==> src/rtl/fetch_pkg.sv <==
// Shared definitions for the program-counter / instruction-fetch sequencer.
package fetch_pkg;

    localparam int          WORD_DEFAULT     = 16;
    localparam logic [15:0] RESET_PC_DEFAULT = 16'h0000;

    typedef enum logic [1:0] {
        ST_IDLE   = 2'd0,
        ST_FETCH  = 2'd1,
        ST_HOLD   = 2'd2,
        ST_HALTED = 2'd3
    } fetch_state_e;

endpackage

==> src/rtl/pc_fetch_unit.sv <==
// PC holder and instruction-fetch sequencer: imem req/ack on one side,
// decode valid/ready on the other, with redirect and halt from execute.
//
// state     | meaning
// ST_IDLE   | just out of reset, first request issued next edge
// ST_FETCH  | request outstanding at PC
// ST_HOLD   | instruction buffered, presented to decode
// ST_HALTED | fetch stopped, PC frozen until Halt drops
module pc_fetch_unit
    import fetch_pkg::*;
#(
    parameter int               WORD     = WORD_DEFAULT,
    parameter logic [WORD-1:0]  RESET_PC = WORD'(RESET_PC_DEFAULT)
) (
    input  logic            Clk,
    input  logic            Reset_n,
    output logic            Imem_Req,
    output logic [WORD-1:0] Imem_Addr,
    input  logic            Imem_Ack,
    input  logic [WORD-1:0] Imem_Data,
    output logic [WORD-1:0] Instr_Out,
    output logic [WORD-1:0] Instr_Pc,
    output logic            Instr_Valid,
    input  logic            Instr_Ready,
    input  logic            Branch_Taken,
    input  logic [WORD-1:0] Branch_Target,
    input  logic            Halt,
    output logic [WORD-1:0] New_Pc_Out
);

    fetch_state_e    state_q, state_d;
    logic [WORD-1:0] pc_q, pc_d;
    logic [WORD-1:0] instr_out_q, instr_out_d;
    logic [WORD-1:0] instr_pc_q, instr_pc_d;
    logic            instr_valid_q, instr_valid_d;
    logic            imem_req_q, imem_req_d;
    logic            squash_q, squash_d;
    logic            ack_seen;

    assign ack_seen = Imem_Ack && imem_req_q;

    always_comb begin
        state_d       = state_q;
        pc_d          = pc_q;
        instr_out_d   = instr_out_q;
        instr_pc_d    = instr_pc_q;
        instr_valid_d = instr_valid_q;
        imem_req_d    = imem_req_q;
        squash_d      = squash_q;

        case (state_q)
            ST_IDLE: begin
                state_d    = ST_FETCH;
                imem_req_d = 1'b1;
            end
            ST_FETCH: begin
                imem_req_d = 1'b1;
                if (Branch_Taken) begin
                    // An ack arriving now belongs to the old address and is
                    // simply dropped; otherwise the next ack must be dropped.
                    pc_d     = Branch_Target;
                    squash_d = !ack_seen;
                end else if (ack_seen) begin
                    if (squash_q) begin
                        squash_d = 1'b0;
                    end else begin
                        instr_out_d   = Imem_Data;
                        instr_pc_d    = pc_q;
                        instr_valid_d = 1'b1;
                        imem_req_d    = 1'b0;
                        state_d       = ST_HOLD;
                    end
                end
            end
            ST_HOLD: begin
                if (Branch_Taken) begin
                    pc_d          = Branch_Target;
                    instr_valid_d = 1'b0;
                    imem_req_d    = 1'b1;
                    state_d       = ST_FETCH;
                end else if (instr_valid_q && Instr_Ready) begin
                    pc_d          = pc_q + WORD'(1);
                    instr_valid_d = 1'b0;
                    imem_req_d    = !Halt;
                    state_d       = Halt ? ST_HALTED : ST_FETCH;
                end
            end
            ST_HALTED: begin
                if (Branch_Taken) begin
                    pc_d = Branch_Target;
                end else if (!Halt) begin
                    imem_req_d = 1'b1;
                    state_d    = ST_FETCH;
                end
            end
            default: begin
                state_d = ST_IDLE;
            end
        endcase
    end

    always_ff @(posedge Clk or negedge Reset_n) begin
        if (!Reset_n) begin
            state_q       <= ST_IDLE;
            pc_q          <= RESET_PC;
            instr_out_q   <= '0;
            instr_pc_q    <= '0;
            instr_valid_q <= 1'b0;
            imem_req_q    <= 1'b0;
            squash_q      <= 1'b0;
        end else begin
            state_q       <= state_d;
            pc_q          <= pc_d;
            instr_out_q   <= instr_out_d;
            instr_pc_q    <= instr_pc_d;
            instr_valid_q <= instr_valid_d;
            imem_req_q    <= imem_req_d;
            squash_q      <= squash_d;
        end
    end

    assign Imem_Req    = imem_req_q;
    assign Imem_Addr   = pc_q;
    assign Instr_Out   = instr_out_q;
    assign Instr_Pc    = instr_pc_q;
    assign Instr_Valid = instr_valid_q;
    assign New_Pc_Out  = pc_q;

endmodule

==> config.mk <==
export PLATFORM = sky130hd
export DESIGN_NAME = pc_fetch_unit
export DESIGN_NICKNAME = d
export VERILOG_FILES = /design/src/rtl/fetch_pkg.sv /design/src/rtl/pc_fetch_unit.sv
export SDC_FILE = /design/constraint.sdc
export NUM_CORES = 1
export LEC_CHECK = 0
export CAP_MARGIN = 5
export CORE_MARGIN = 3
export CORE_UTILIZATION = 48
export DETAILED_ROUTE_END_ITERATION = 8
export PLACE_DENSITY = 0.91
export SLEW_MARGIN = 0
export SYNTH_ARGS = -nofsm -noshare
export SYNTH_HDL_FRONTEND = slang
export SYNTH_SLANG_ARGS = --single-unit
export TNS_END_PERCENT = 20
==> constraint.sdc <==
create_clock -name Clk -period 3.3 [get_ports Clk]
set_clock_uncertainty 0.05 [all_clocks]
set_input_delay 0.33 -clock Clk [delete_from_list [all_inputs] [get_ports Clk]]
set_output_delay 0.33 -clock Clk [all_outputs]
set_load 0.01 [all_outputs]
==> flow_metrics.env <==
export IMPL_run_status="finished, final reports clean"
export IMPL_crit_start="state_q[1]"
export IMPL_fin_setup_tns_ns=0
export IMPL_h_tree_depth=2
export IMPL_firstDrtPassIters=4
export IMPL_worstPathMaxFanout=20
export IMPL_start_kind="flop"
export IMPL_fin_crit_sh_pct=71.6
export IMPL_r2r_start="state_q[1]"
export IMPL_synth_async_reset_ratio_pct=100
export IMPL_ys_flop_type="dfrtp_1"
export IMPL_synthCells=239
export IMPL_maxSlewViolCount=0
export IMPL_maxCapViolCount=0
export IMPL_synth_compound_area_share_pct=14.8
export IMPL_clockBufferDepth=2
export IMPL_ctsHoldBuffers=0
export IMPL_grt_overflow=0
export IMPL_rsz0062_at_grt="false"
export IMPL_leakagePower_nw=1.67
export IMPL_synth_edff_count=0
export IMPL_period_needed_ns=2.36
export IMPL_cts_tree="built"
export IMPL_rows=27
export IMPL_fill_cells=403
export IMPL_critPathSlowestCell="o21ai_2"
export IMPL_vias=2221
export IMPL_maxSlewHeadroom_pct=41.0
export IMPL_clkSlewWorstSetupHoldPaths_ns=0.10
export IMPL_cp_required_ns=3.45
export IMPL_synthXorXnorAreaFrac_pct=0
export IMPL_synthSimpleGateAreaFrac_pct=10.8
export IMPL_r2r_slack_ns=0.94
export IMPL_ys_ff_latch=53
export IMPL_p_per_area_nw_per_um2=997
export IMPL_grt_pass1_vias=2188
export IMPL_synthAdderAreaFrac_pct=2.20
export IMPL_port_buffer_count=103
export IMPL_viasPerCell=5.65
export IMPL_drive_gt1_share_pct=14.6
export IMPL_holdCritPathClass="input port to asynchronous set/reset pin"
export IMPL_cts_root_buf="clkbuf_8"
export IMPL_cts_sinks=53
export IMPL_hpwl_mm=4.90
export IMPL_post_cts_resize_count=0
export IMPL_ys_seq_area_share_pct=46.6
export IMPL_drc_errors=0
export IMPL_insertion_delay_ns=0.30
export IMPL_core_sq_um=5640
export IMPL_grt_use_total_pct=20.2
export IMPL_arrival_ns=2.51
export IMPL_tightestPinTransition_ns=0.885
export IMPL_r2r_cells=6
export IMPL_routedWlPerCell_microns=17.1
export IMPL_area_growth_pct=34.9
export IMPL_synthMuxAreaShare_pct=17.3
export IMPL_avgSynthCellArea_sq_um=11.9
export IMPL_ioPinCount=104
export IMPL_ys_warn_count=0
export IMPL_dieArea_sq_um=6900
export IMPL_gp_congestion=0.859
export IMPL_drtAntennaViolNets=0
export IMPL_die_h_microns=83.0
export IMPL_synth_nets=282
export IMPL_grt_antenna_before_repair=0
export IMPL_slowest_delay_ns=0.63
export IMPL_numCtsBuffers=5
export IMPL_die_w_microns=83.0
export IMPL_max_freq_ghz=0.423
export IMPL_end_kind="flop"
export IMPL_worstSetupEndpoint="Imem_Addr[8]"
export IMPL_synth_top_family_by_area="multiplexers"
export IMPL_netlist_area_sq_um=2850
export IMPL_power_mw=3.83
export IMPL_ir_worst_vdd_mv=0.570
export IMPL_grt_max_degree=40
export IMPL_finalHoldViolations=0
export IMPL_grt_pass1_wl_mm=11.4
export IMPL_drt_iter0_markers=161
export IMPL_synth_distinct_cells=48
export IMPL_finalSetupViolations=0
export IMPL_criticalPathCategory="flop to flop"
export IMPL_diodes=0
export IMPL_routed_wl_mm=6.72
export IMPL_initial_utilization_pct=50.5
export IMPL_path_cells="inv_1, ha_1, and4bb_1, o21ai_2, a21oi_1, o22a_1"
export IMPL_r2r_end="Imem_Addr[8]"
export IMPL_nets=363
export IMPL_cts_setup_buffers=0
==> per-layer routing <==
metal | up-vias | wire (microns) | track usage, %
met5 | - | 0 | 0
met4 | 0 | 99 | 5.35
met3 | 10 | 409 | 3.77
met2 | 95 | 3330 | 33.4
met1 | 1092 | 2890 | 27.2
li1 | 1024 | - | -
==> state kept, by name, summed over array words and instances (netlist names) <==
name         cells
Imem_Req         1
state_q          2
Instr_Valid      1
squash_q         1
Imem_Addr       16
Instr_Out       16
Instr_Pc        16
==> logic make-up (layout without fill, tap and decap cells) <==
| family | after synthesis | in the layout |
|---|---|---|
| AO/OA/AOI/OAI | 62 | 62 |
| flip-flops | 53 | 53 |
| AND/OR/NAND/NOR | 52 | 52 |
| adder cells (fa/ha/maj) | 5 | 5 |
| multiplexers | 34 | 34 |
| buffers and inverters | 33 | 115 |
==> cell usage after synthesis, types with 2 or more instances <==
master	number	area share [%]
nand4_1	4	0.88
a31oi_1	3	0.66
mux2_4	30	16
nor2_1	14	1.8
a41o_1	2	0.70
and2_1	4	0.88
dfrtp_1	53	47
o31ai_1	2	0.53
nand3_1	5	0.88
nand2_1	9	1.2
ha_1	5	2.2
buf_6	5	2.0
and3_1	3	0.66
nor3b_1	2	0.53
o21ai_1	4	0.70
mux2i_1	2	0.70
a41oi_1	3	0.92
and4_1	3	0.92
clkbuf_1	2	0.26
buf_2	4	0.70
mux2_1	2	0.79
inv_1	2	0.26
buf_4	19	5.0
o22a_1	6	1.8
o21ai_0	7	1.2
a21oi_1	18	3.2
a2bb2oi_1	3	0.92
o22ai_1	3	0.66
==> report_power, final <==
group | internal [mW] | switching (mW) | leakage, nW
Clock | 0.155 | 0.221 | 0.0423
Sequential | 0.975 | 0.332 | 0.624
Combinational | 1.27 | 0.876 | 1.00
==> placed cells by master (no fill, tap or decap), types with 2 or more instances in the layout <==
cell             netlist  final
clkbuf_8               0      5
inv_1                  2      2
o21ai_0                7      7
a2bb2oi_1              3      3
nand2_1                9      9
o22ai_1                3      3
a31oi_1                3      3
and4_1                 3      3
a41o_1                 2      2
and2_1                 4      4
a41oi_1                3      3
mux2_4                30     30
o21ai_1                4      4
nand3_1                5      5
mux2_1                 2      2
mux2i_1                2      2
and3_1                 3      3
nor2_1                14     14
ha_1                   5      5
o22a_1                 6      6
buf_4                 19      2
nand4_1                4      4
dfrtp_1               53     53
a21oi_1               18     18
o31ai_1                2      2
clkinvlp_4             0      2
nor3b_1                2      2
clkdlybuf4s50_1        0    102
==> final cells by class <==
type	instances	area (sq um)	area share, %
clock buffers	5	68.8	1.79
repair buffers	105	1040	27.1
clock inverters	3	26.3	0.684
multi-input cells	153	1280	33.4
flip-flops and latches	53	1330	34.5
well taps	72	90.1	2.34
inverters	2	7.51	0.195
==> worst max-delay path, delay by kind of cell, from the launching register on <==
family,cells,cell delay (ns)
adders and majority gates,1,0.41
and+or+nand+nor,1,0.31
AOI/OAI and AO/OA,3,0.96
DFF,1,0.43
buffers and inverters,1,0.10
==> worst min path at each step <==
stage / from / end / slack, ns / cells past startpoint
after floorplan: Reset_n / Imem_Addr[0] / -0.02 / 0
after global placement: Instr_Pc[0] / Instr_Pc[0] / 0.42 / 1
after detailed placement: Instr_Pc[0] / Instr_Pc[0] / 0.44 / 1
after CTS: Reset_n / Instr_Pc[1] / 0.11 / 1
after global routing: Reset_n / Instr_Pc[1] / 0.14 / 1
final: Reset_n / Instr_Pc[1] / 0.09 / 1
==> metrics by stage <==
stage / instances / setup WS (ns) / hold WS, ns / util, % / area [sq um]
2_1_floorplan: 239 / 1.55 / -0.0156 / - / 2850
3_3_place_gp: 385 / 0.941 / 0.423 / 66.4 / 3750
3_5_place_dp: 385 / 0.878 / 0.441 / 66.4 / 3750
4_1_cts: 393 / 0.977 / 0.108 / 68.1 / 3840
5_1_grt: 393 / 0.763 / 0.137 / 68.1 / 3840
6_report: 393 / 0.938 / 0.0898 / 68.1 / 3840
Note: power is estimated with default switching activity, not from simulation.
